`config.mk`:
```
export PLATFORM = sky130hd
export DESIGN_NAME = lane_block_gen
export DESIGN_NICKNAME = d
export VERILOG_FILES = /design/src/rtl/bnw_game_pkg.sv /design/src/rtl/lane_slot_ctrl.sv /design/src/rtl/lane_block_gen.sv
export SDC_FILE = /design/constraint.sdc
export NUM_CORES = 1
export LEC_CHECK = 0
export BUFFER_PORTS_ARGS = -buffer_cell sky130_fd_sc_hd__buf_2
export CORE_ASPECT_RATIO = 0.6
export CORE_MARGIN = 3
export CORE_UTILIZATION = 60
export DETAILED_ROUTE_END_ITERATION = 7
export PLACE_DENSITY = 0.78
export SETUP_SLACK_MARGIN = 0.05
export SYNTH_ARGS = -nofsm -noshare
export SYNTH_HDL_FRONTEND = slang
export SYNTH_SLANG_ARGS = --single-unit
```
`constraint.sdc`:
```
create_clock -name clk -period 3.9 [get_ports clk]
set_input_delay 0.39 -clock clk [delete_from_list [all_inputs] [get_ports clk]]
set_output_delay 0.39 -clock clk [all_outputs]
set_load 0.05 [all_outputs]
```
`src/rtl/bnw_game_pkg.sv`:
```
// Shared constants and helpers for the falling-block note game.
// Heights grow downward from spawn (H_START) to the floor (H_END).
package bnw_game_pkg;

  localparam int HW        = 10;
  localparam int BEAT_W    = 7;
  localparam int STEP_W    = 3;
  localparam int H_START_D = 120;
  localparam int H_END_D   = 720;
  localparam int HIT_LO_D  = 600;

  typedef logic [HW-1:0]     height_t;
  typedef logic [STEP_W-1:0] step_t;

  // Advance a height by step, clamping at the floor.
  function automatic height_t sat_step(
    input height_t h,
    input step_t   st,
    input height_t lim
  );
    logic [HW:0] sum;
    sum = {1'b0, h} + {{(HW+1-STEP_W){1'b0}}, st};
    return (sum >= {1'b0, lim}) ? lim : sum[HW-1:0];
  endfunction

endpackage

```
`src/rtl/lane_slot_ctrl.sv`:
```
// One note lane: slot allocation, fall motion, hit judging and expiry.
// Invalid slots park at the floor height so the display reads H_END.
module lane_slot_ctrl
  import bnw_game_pkg::*;
#(
  parameter int SLOTS   = 2,
  parameter int H_START = H_START_D,
  parameter int H_END   = H_END_D,
  parameter int HIT_LO  = HIT_LO_D
) (
  input  logic            clk,
  input  logic            rst_i,
  input  logic            frz_i,
  input  logic            spawn_i,
  input  logic            hit_i,
  input  step_t           step_i,
  output logic [SLOTS*HW-1:0] h_o,
  output logic [SLOTS-1:0] vld_o,
  output logic            hit_ok_o,
  output logic            hit_bad_o,
  output logic            miss_o,
  output logic            drop_o
);

  localparam int SW = (SLOTS > 1) ? $clog2(SLOTS) : 1;
  localparam height_t HS = height_t'(H_START);
  localparam height_t HE = height_t'(H_END);
  localparam height_t HL = height_t'(HIT_LO);

  height_t          h_q [SLOTS];
  height_t          h_d [SLOTS];
  logic [SLOTS-1:0] vld_q, vld_d;
  logic             ok_q, ok_d;
  logic             bad_q, bad_d;
  logic             miss_q, miss_d;

  logic             tgt_fnd;
  logic [SW-1:0]    tgt;
  height_t          tgt_h;
  logic             free_fnd;
  logic [SW-1:0]    free;
  logic             hit_good;

  // Hit target: deepest valid slot, lowest index on ties.
  always_comb begin
    tgt_fnd  = 1'b0;
    tgt      = '0;
    tgt_h    = '0;
    free_fnd = 1'b0;
    free     = '0;
    for (int s = 0; s < SLOTS; s++) begin
      if (vld_q[s] && (!tgt_fnd || h_q[s] > tgt_h)) begin
        tgt_fnd = 1'b1;
        tgt     = SW'(s);
        tgt_h   = h_q[s];
      end
      if (!vld_q[s] && !free_fnd) begin
        free_fnd = 1'b1;
        free     = SW'(s);
      end
    end
  end

  assign hit_good = hit_i && tgt_fnd && (tgt_h >= HL);

  always_comb begin
    for (int s = 0; s < SLOTS; s++) begin
      h_d[s]   = h_q[s];
      vld_d[s] = vld_q[s];
    end
    ok_d   = 1'b0;
    bad_d  = 1'b0;
    miss_d = 1'b0;
    drop_o = 1'b0;
    if (!frz_i) begin
      for (int s = 0; s < SLOTS; s++) begin
        if (vld_q[s]) begin
          if (hit_good && tgt == SW'(s)) begin
            vld_d[s] = 1'b0;
            h_d[s]   = HE;
          end else if (h_q[s] == HE) begin
            vld_d[s] = 1'b0;
            h_d[s]   = HE;
            miss_d   = 1'b1;
          end else begin
            h_d[s] = sat_step(h_q[s], step_i, HE);
          end
        end
      end
      ok_d  = hit_good;
      bad_d = hit_i && !hit_good;
      // Allocation looks only at cycle-start occupancy.
      if (spawn_i) begin
        if (free_fnd) begin
          for (int s = 0; s < SLOTS; s++) begin
            if (free == SW'(s)) begin
              vld_d[s] = 1'b1;
              h_d[s]   = HS;
            end
          end
        end else begin
          drop_o = 1'b1;
        end
      end
    end
  end

  always_ff @(posedge clk) begin
    if (rst_i) begin
      for (int s = 0; s < SLOTS; s++) h_q[s] <= HE;
      vld_q  <= '0;
      ok_q   <= 1'b0;
      bad_q  <= 1'b0;
      miss_q <= 1'b0;
    end else begin
      for (int s = 0; s < SLOTS; s++) h_q[s] <= h_d[s];
      vld_q  <= vld_d;
      ok_q   <= ok_d;
      bad_q  <= bad_d;
      miss_q <= miss_d;
    end
  end

  always_comb begin
    h_o = '0;
    for (int s = 0; s < SLOTS; s++) h_o[s*HW +: HW] = h_q[s];
  end

  assign vld_o     = vld_q;
  assign hit_ok_o  = ok_q;
  assign hit_bad_o = bad_q;
  assign miss_o    = miss_q;

endmodule

```
`src/rtl/lane_block_gen.sv`:
```
// Multi-lane falling block generator driven by a song beat counter.
// Define LANE_BLOCK_GEN_SPEED_EN to add a 3-bit fall speed input.
module lane_block_gen
  import bnw_game_pkg::*;
#(
  parameter int NUM_LANES = 4,
  parameter int SLOTS     = 2,
  parameter int H_START   = H_START_D,
  parameter int H_END     = H_END_D,
  parameter int HIT_LO    = HIT_LO_D
) (
  input  logic                        clk,
  input  logic                        rst,
  input  logic                        restart,
  input  logic                        stop_or_endgame,
  input  logic [BEAT_W-1:0]           beat_cnt,
`ifdef LANE_BLOCK_GEN_SPEED_EN
  input  logic [STEP_W-1:0]           speed,
`endif
  input  logic [NUM_LANES-1:0]        spawn_lane,
  input  logic [NUM_LANES-1:0]        hit_lane,
  output logic [NUM_LANES*SLOTS*HW-1:0] block_h,
  output logic [NUM_LANES*SLOTS-1:0]  block_vld,
  output logic [NUM_LANES-1:0]        hit_ok,
  output logic [NUM_LANES-1:0]        hit_bad,
  output logic [NUM_LANES-1:0]        miss,
  output logic                        overflow
);

  logic [BEAT_W-1:0]    beat_q;
  logic                 ovf_q, ovf_d;
  logic                 rst_all;
  logic                 beat_add;
  step_t                step;
  logic [NUM_LANES-1:0] drop;

  assign rst_all  = rst | restart;
  // Strict unsigned compare: a wrap back to a lower count never spawns.
  assign beat_add = beat_cnt > beat_q;

`ifdef LANE_BLOCK_GEN_SPEED_EN
  assign step = speed;
`else
  assign step = step_t'(1);
`endif

  for (genvar i = 0; i < NUM_LANES; i++) begin : g_lane
    lane_slot_ctrl #(
      .SLOTS   (SLOTS),
      .H_START (H_START),
      .H_END   (H_END),
      .HIT_LO  (HIT_LO)
    ) u_lane (
      .clk       (clk),
      .rst_i     (rst_all),
      .frz_i     (stop_or_endgame),
      .spawn_i   (beat_add & spawn_lane[i]),
      .hit_i     (hit_lane[i]),
      .step_i    (step),
      .h_o       (block_h[i*SLOTS*HW +: SLOTS*HW]),
      .vld_o     (block_vld[i*SLOTS +: SLOTS]),
      .hit_ok_o  (hit_ok[i]),
      .hit_bad_o (hit_bad[i]),
      .miss_o    (miss[i]),
      .drop_o    (drop[i])
    );
  end

  assign ovf_d = ovf_q | (|drop);

  always_ff @(posedge clk) begin
    if (rst_all) begin
      beat_q <= '0;
      ovf_q  <= 1'b0;
    end else begin
      beat_q <= beat_cnt;
      ovf_q  <= ovf_d;
    end
  end

  assign overflow = ovf_q;

endmodule

```
== Yosys cells after proc, flatten, opt, wreduce, memory -nomap -nowiden ==
Memories as Yosys holds them, arrays and structs flattened.
Index checks and enable logic that the tools add are counted.

* $add $sub $neg: 8
* Order comparisons: 17
* Equality and inequality tests: 8
* Muxes and demuxes: 171
* Bitwise operators: 18
* Reduce and logical (&&, ||, !) cells: 46

{| class="wikitable"
|+ Operator list
! kind !! count
|-
| $mux W10 || 56
|-
| $mux W20 || 12
|-
| $mux W1 || 95
|-
| $add A10 B1 Y11 const B || 8
|-
| $ge A11 B10 Y1 const B || 8
|-
| $eq A10 B10 Y1 const B || 8
|-
| $ge A10 B10 Y1 const B || 4
|-
| $gt A10 B10 Y1 || 4
|-
| $logic_and A1 B1 Y1 || 28
|-
| $mux W2 || 8
|-
| $logic_not A1 Y1 || 12
|-
| $or A1 B1 Y1 || 10
|-
| $gt A7 B7 Y1 || 1
|-
| $and A1 B1 Y1 || 4
|-
| $logic_or A1 B1 Y1 || 4
|-
| $not A1 Y1 || 4
|-
| $reduce_or A4 Y1 || 1
|-
| $reduce_or A2 Y1 || 1
|}

* Register bits after elaboration: 28
* Bits in writable memories: 80
* Bits of input ports: 19
* Output and inout bits: 101
* Logic and storage cells: 290
* Memories: 4

{| class="wikitable"
|+ Memories
! memory !! words !! bits a word !! rd ports !! clocked after Yosys merged registers in !! write ports !! RTL line !! RTL
|-
| g_lane[0].u_lane.h_q || 2 || 10 || 2 || 0 || 2 || lane_slot_ctrl.sv:30 || <nowiki>height_t h_q [SLOTS];</nowiki>
|-
| g_lane[1].u_lane.h_q || 2 || 10 || 2 || 0 || 2 || lane_slot_ctrl.sv:30 ||
|-
| g_lane[2].u_lane.h_q || 2 || 10 || 2 || 0 || 2 || lane_slot_ctrl.sv:30 ||
|-
| g_lane[3].u_lane.h_q || 2 || 10 || 2 || 0 || 2 || lane_slot_ctrl.sv:30 ||
|}

== Depth between registers and ports, before layout ==
An unclocked memory read counts as a cell.

* Depth after elaboration: 16
* Mapped depth: 12
* Gate-level depth less buffers: 10

== By module ==
From an unflattened synthesis, not the netlist that was laid out.

* Cells, all modules: 1317
* Area total of the unflattened synthesis: 9671.8 um^2

{| class="wikitable"
|+ Modules (own cells, without submodules)
! module !! times used !! cells each !! area an instance (um^2) !! seq. area each (um^2)
|-
| lane_slot_ctrl || 4 || 316 || 2307.2 || 500.5
|-
| lane_block_gen || 1 || 53 || 442.9 || 160.2
|}

== Worst setup path before layout ==
OpenSTA, ideal clock, no wires.

* Path type: register -> register
* Start: reg g_lane[3].u_lane.vld_q[0]
* End: mem g_lane[3].u_lane.h_q[0][16] (netlist bit)
* Setup time: 119 ps
* Arrival: 3066 ps
* Data required time: 3781 ps
* Slack: 715 ps
* Cell stages (with the launch flop): 12
* Path buffers: 2
* Period minus slack after synthesis: 3185 ps
* Path through: dfxtp_1 clkbuf_1 clkbuf_1 nand2_1 ha_1 a211oi_1 nor2_1 a2111o_1 a31oi_2 nand3_2 a311o_1 o221a_2

{| class="wikitable"
|+ RTL lines
! item !! RTL line !! RTL
|-
| start: declaration || lane_slot_ctrl.sv:32 || <nowiki>logic [SLOTS-1:0] vld_q, vld_d;</nowiki>
|-
| start signal: assignment || lane_slot_ctrl.sv:117 || <nowiki>vld_q <= vld_d;</nowiki>
|-
| end: declaration || lane_slot_ctrl.sv:30 ||
|}

==> impl_metrics.csv <==
group,metric,value,unit
die,initial_utilization,62.29,%
min_path,worstHoldPathType,"input port to flip-flop",
place,gp_congestion,0.9912,
sta,tightestPinTransition,0.9099,ns
cts,cts_setup_buffers,0,
final_layout,layout_common_cells,"128 x nand2_1, 119 x buf_2, 108 x dfxtp_1",
die,die_w,165.4,µm
cts,cts_sinks,108,
worst_setup_path,end_kind,"flip-flop",
synth,ys_warn_count,0,
place,place_hpwl,20050,µm
worst_setup_path,worstSetupPathType,"flip-flop to flip-flop",
worst_setup_path,cp-start-kind,"flip-flop",
sta,clock.fmax,319.2,MHz
sta,maxSlewViolCount,0,
pwr,p_per_area,241.5,nW/µm²
final_layout,nets,1344,
worst_setup_path,reg2reg_depth,10,
synth,postSynth.asyncResetShare,0,%
worst_setup_path,cp_max_fo,12,
drt,first_pass_iters,8,
synth,seq_area_frac_synth,23.65,%
min_path,hold_start,"beat_cnt[2]",
final_layout,multi_input_area,6226,µm²
cts,cts_tree,"yes",
run_status,outcome,"complete, but fails checks",
synth,synth_ff_type,"dfxtp_1",
run_status,violations,"DRC",
die,ios,120,
global_route,grt_pass1_vias,8689,
sta,finalHoldViolCount,0,
global_route,antenna_found_initial,0,
cts,htreeDepth,3,
worst_setup_path,critPathRequiredTime,4.17,ns
worst_setup_path,regToRegStartpoint,"g_lane[2].u_lane.vld_o[0]$_SDFFE_PP0N_",
synth,synth-seq-cells,108,
global_route,grt_use_total,32.96,%
global_route,grt-ovfl-total,0,
cts,clk_latency,0.36,ns
drt,antenna_left,0,
final_layout,final_common_cell,"nand2_1",
place,place_ws,0.8900,ns
job,maxCapViolations,0,
drt,viasPerCell,6.778,
synth,yosysTopAreaCell,"dfxtp_1",
drt,wl,28030,µm
min_path,holdPathStages,2,
worst_setup_path,r2r_end,"g_lane[2].u_lane.h_q[0][2]$_SDFFE_PP0N_",
drt,wl_per_cell,19.13,µm
final_layout,regArea,2162,µm²
final_layout,diodes,0,
synth,synth_top_area_share,23.65,%
pwr,p_leak,3.927,nW
drt,vias,9930,
synth,avgSynthCellArea,7.531,µm²
die,die_height,101.6,µm
synth,postSynthNetCount,1296,
final_layout,drive_gt1_share,16.42,%
sta,setup_viol,0,
die,rows,34,
min_path,hold_end,"beat_q[2]$_SDFF_PP0_",
place,dp_cells,1449,
final_layout,fin_cells,1465,
cts,numCtsBuffers,9,
cts,clock_path_buffers,2,
cts,cts-root-buf,"clkbuf_16",
sta,final.period_utilization,80.33,%
worst_setup_path,r2r_slack,0.77,ns
sta,setup_ws,0.7670,ns
cts,ctsResizeCount,0,
final_layout,syn2layout_area_growth,8.321,%
drt,drt_iter0_markers,1296,
synth,ys_top_cells_by_area,"dfxtp_1 24%, ha_1 8.6%, nand2_1 5.3%",
sta,setup_tns,0,ns
die,die_area,16800,µm²
sta,grt_setup_unrepaired,"no",
synth,synth_edf_count,0,
sta,slew_headroom,39.19,%
global_route,grt_max_degree,47,
sta,finalCriticalPeriod,3.133,ns
place,io_buffers,119,
synth,syn_area,9143,µm²
cts,holdBufCountCts,0,
synth,synth_cell_type_count,103,
cts,clkSlewWorstSetupHoldPaths,0.08,ns
final_layout,fill_cells,1288,
drt,drc,1,
die,coreArea,14680,µm²
global_route,grt_pass1_wl,45250,µm
sta,skew,0.01448,ns
synth,synth_cells,1214,
worst_setup_path,critPathArrivalTime,3.40,ns
pwr,peakVddDrop,0.1893,mV
[metrics by stage]
| step | instance area, µm² | util, % | hold slack, ns | total power, mW |
|---|---|---|---|---|
| 2_1_floorplan | 9143 | - | 0.5092 | 1.412 |
| 3_3_place_gp | 9625 | 65.58 | 0.4967 | 1.499 |
| 3_5_place_dp | 9625 | 65.58 | 0.5047 | 1.504 |
| 4_1_cts | 9903 | 67.48 | 0.2496 | 2.392 |
| 5_1_grt | 9903 | 67.48 | 0.2586 | 2.476 |
| 6_report | 9903 | 67.48 | 0.2590 | 2.392 |
[worst max path at each step]
stage                                                start                                  endpoint  slack (ns)  cells past startpoint
finish              g_lane[2].u_lane.vld_o[0]$_SDFFE_PP0N_   g_lane[2].u_lane.h_q[0][2]$_SDFFE_PP0N_        0.77                     10
global route        g_lane[1].u_lane.vld_o[0]$_SDFFE_PP0N_  g_lane[1].u_lane.h_q[0][10]$_SDFFE_PP0N_        0.56                      9
CTS                 g_lane[2].u_lane.vld_o[0]$_SDFFE_PP0N_   g_lane[2].u_lane.h_q[0][2]$_SDFFE_PP0N_        0.87                     10
detailed placement                             beat_cnt[1]  g_lane[0].u_lane.h_q[0][16]$_SDFFE_PP1N_        0.89                      9
global placement                               beat_cnt[1]  g_lane[0].u_lane.h_q[0][16]$_SDFFE_PP1N_        0.92                      9
floorplan           g_lane[3].u_lane.vld_o[0]$_SDFFE_PP0N_  g_lane[3].u_lane.h_q[0][16]$_SDFFE_PP1N_        0.71                     11
[worst max-delay path, stage by stage, from the launching register on]
cell and delay (ns):
dfxtp_1 0.58, buf_4 0.26, nand2_1 0.11, ha_1 0.35, nand2_1 0.06, o21a_1 0.20, a32oi_1 0.35, a41o_1 0.37
nand2_1 0.28, a21boi_1 0.22, nor4_2 0.25
[per-layer routing]
| metal | routed length [µm] | GRT usage (%) | up-vias |
|---|---|---|---|
| met5 | 0 | 0 | - |
| met4 | 414 | 7.220 | 0 |
| met3 | 3631 | 8.664 | 41 |
| met2 | 11170 | 46.08 | 658 |
| met1 | 12820 | 50.22 | 4575 |
| li1 | - | - | 4656 |
[cell type report]
class	count	share of cell area, %
Timing Repair Buffer	137	7.378
Clock inverter	6	0.4927
Tap cell	198	2.502
Inverter	69	2.615
Clock buffer	10	2.312
Sequential cell	108	21.83
Multi-Input combinational cell	937	62.87
[synthesized netlist by cell type (12+ instances only)]
library cell,number
o21ai_0,67
buf_2,21
nand2b_1,13
a21o_1,16
a21oi_1,79
and3_1,22
nor3_1,30
and4_1,12
a211oi_1,19
nand3_1,53
nand4_1,40
ha_1,63
and2_1,21
dfxtp_1,108
inv_1,68
buf_4,20
clkbuf_1,51
a31oi_1,29
nor2_1,68
nand2_1,128
[report_power, final]
group	switching, mW	internal [mW]
sequential	0.0354	1.12
combinational	0.232	0.106
clock	0.461	0.441
[flip-flops by register name (all words and copies together) (netlist names)]
signal,count
overflow,1
g_lane.u_lane.h_q,80
g_lane.u_lane.vld_o,8
g_lane.u_lane.miss_o,4
g_lane.u_lane.hit_ok_o,4
g_lane.u_lane.hit_bad_o,4
beat_q,7
[logic make-up (layout without fill, tap and decap cells)]
| group | count (synthesis) | after routing | share of synthesized area [%] |
|---|---|---|---|
| flops | 108 | 108 | 23.65 |
| simple gates | 468 | 468 | 27.22 |
| xor+xnor | 9 | 9 | 0.8621 |
| fa+ha+maj | 63 | 63 | 8.622 |
| mux | 11 | 11 | 1.232 |
| compound gates | 386 | 386 | 30.08 |
| buf+inv | 169 | 222 | 8.334 |
(Power assumes the default switching activity.)
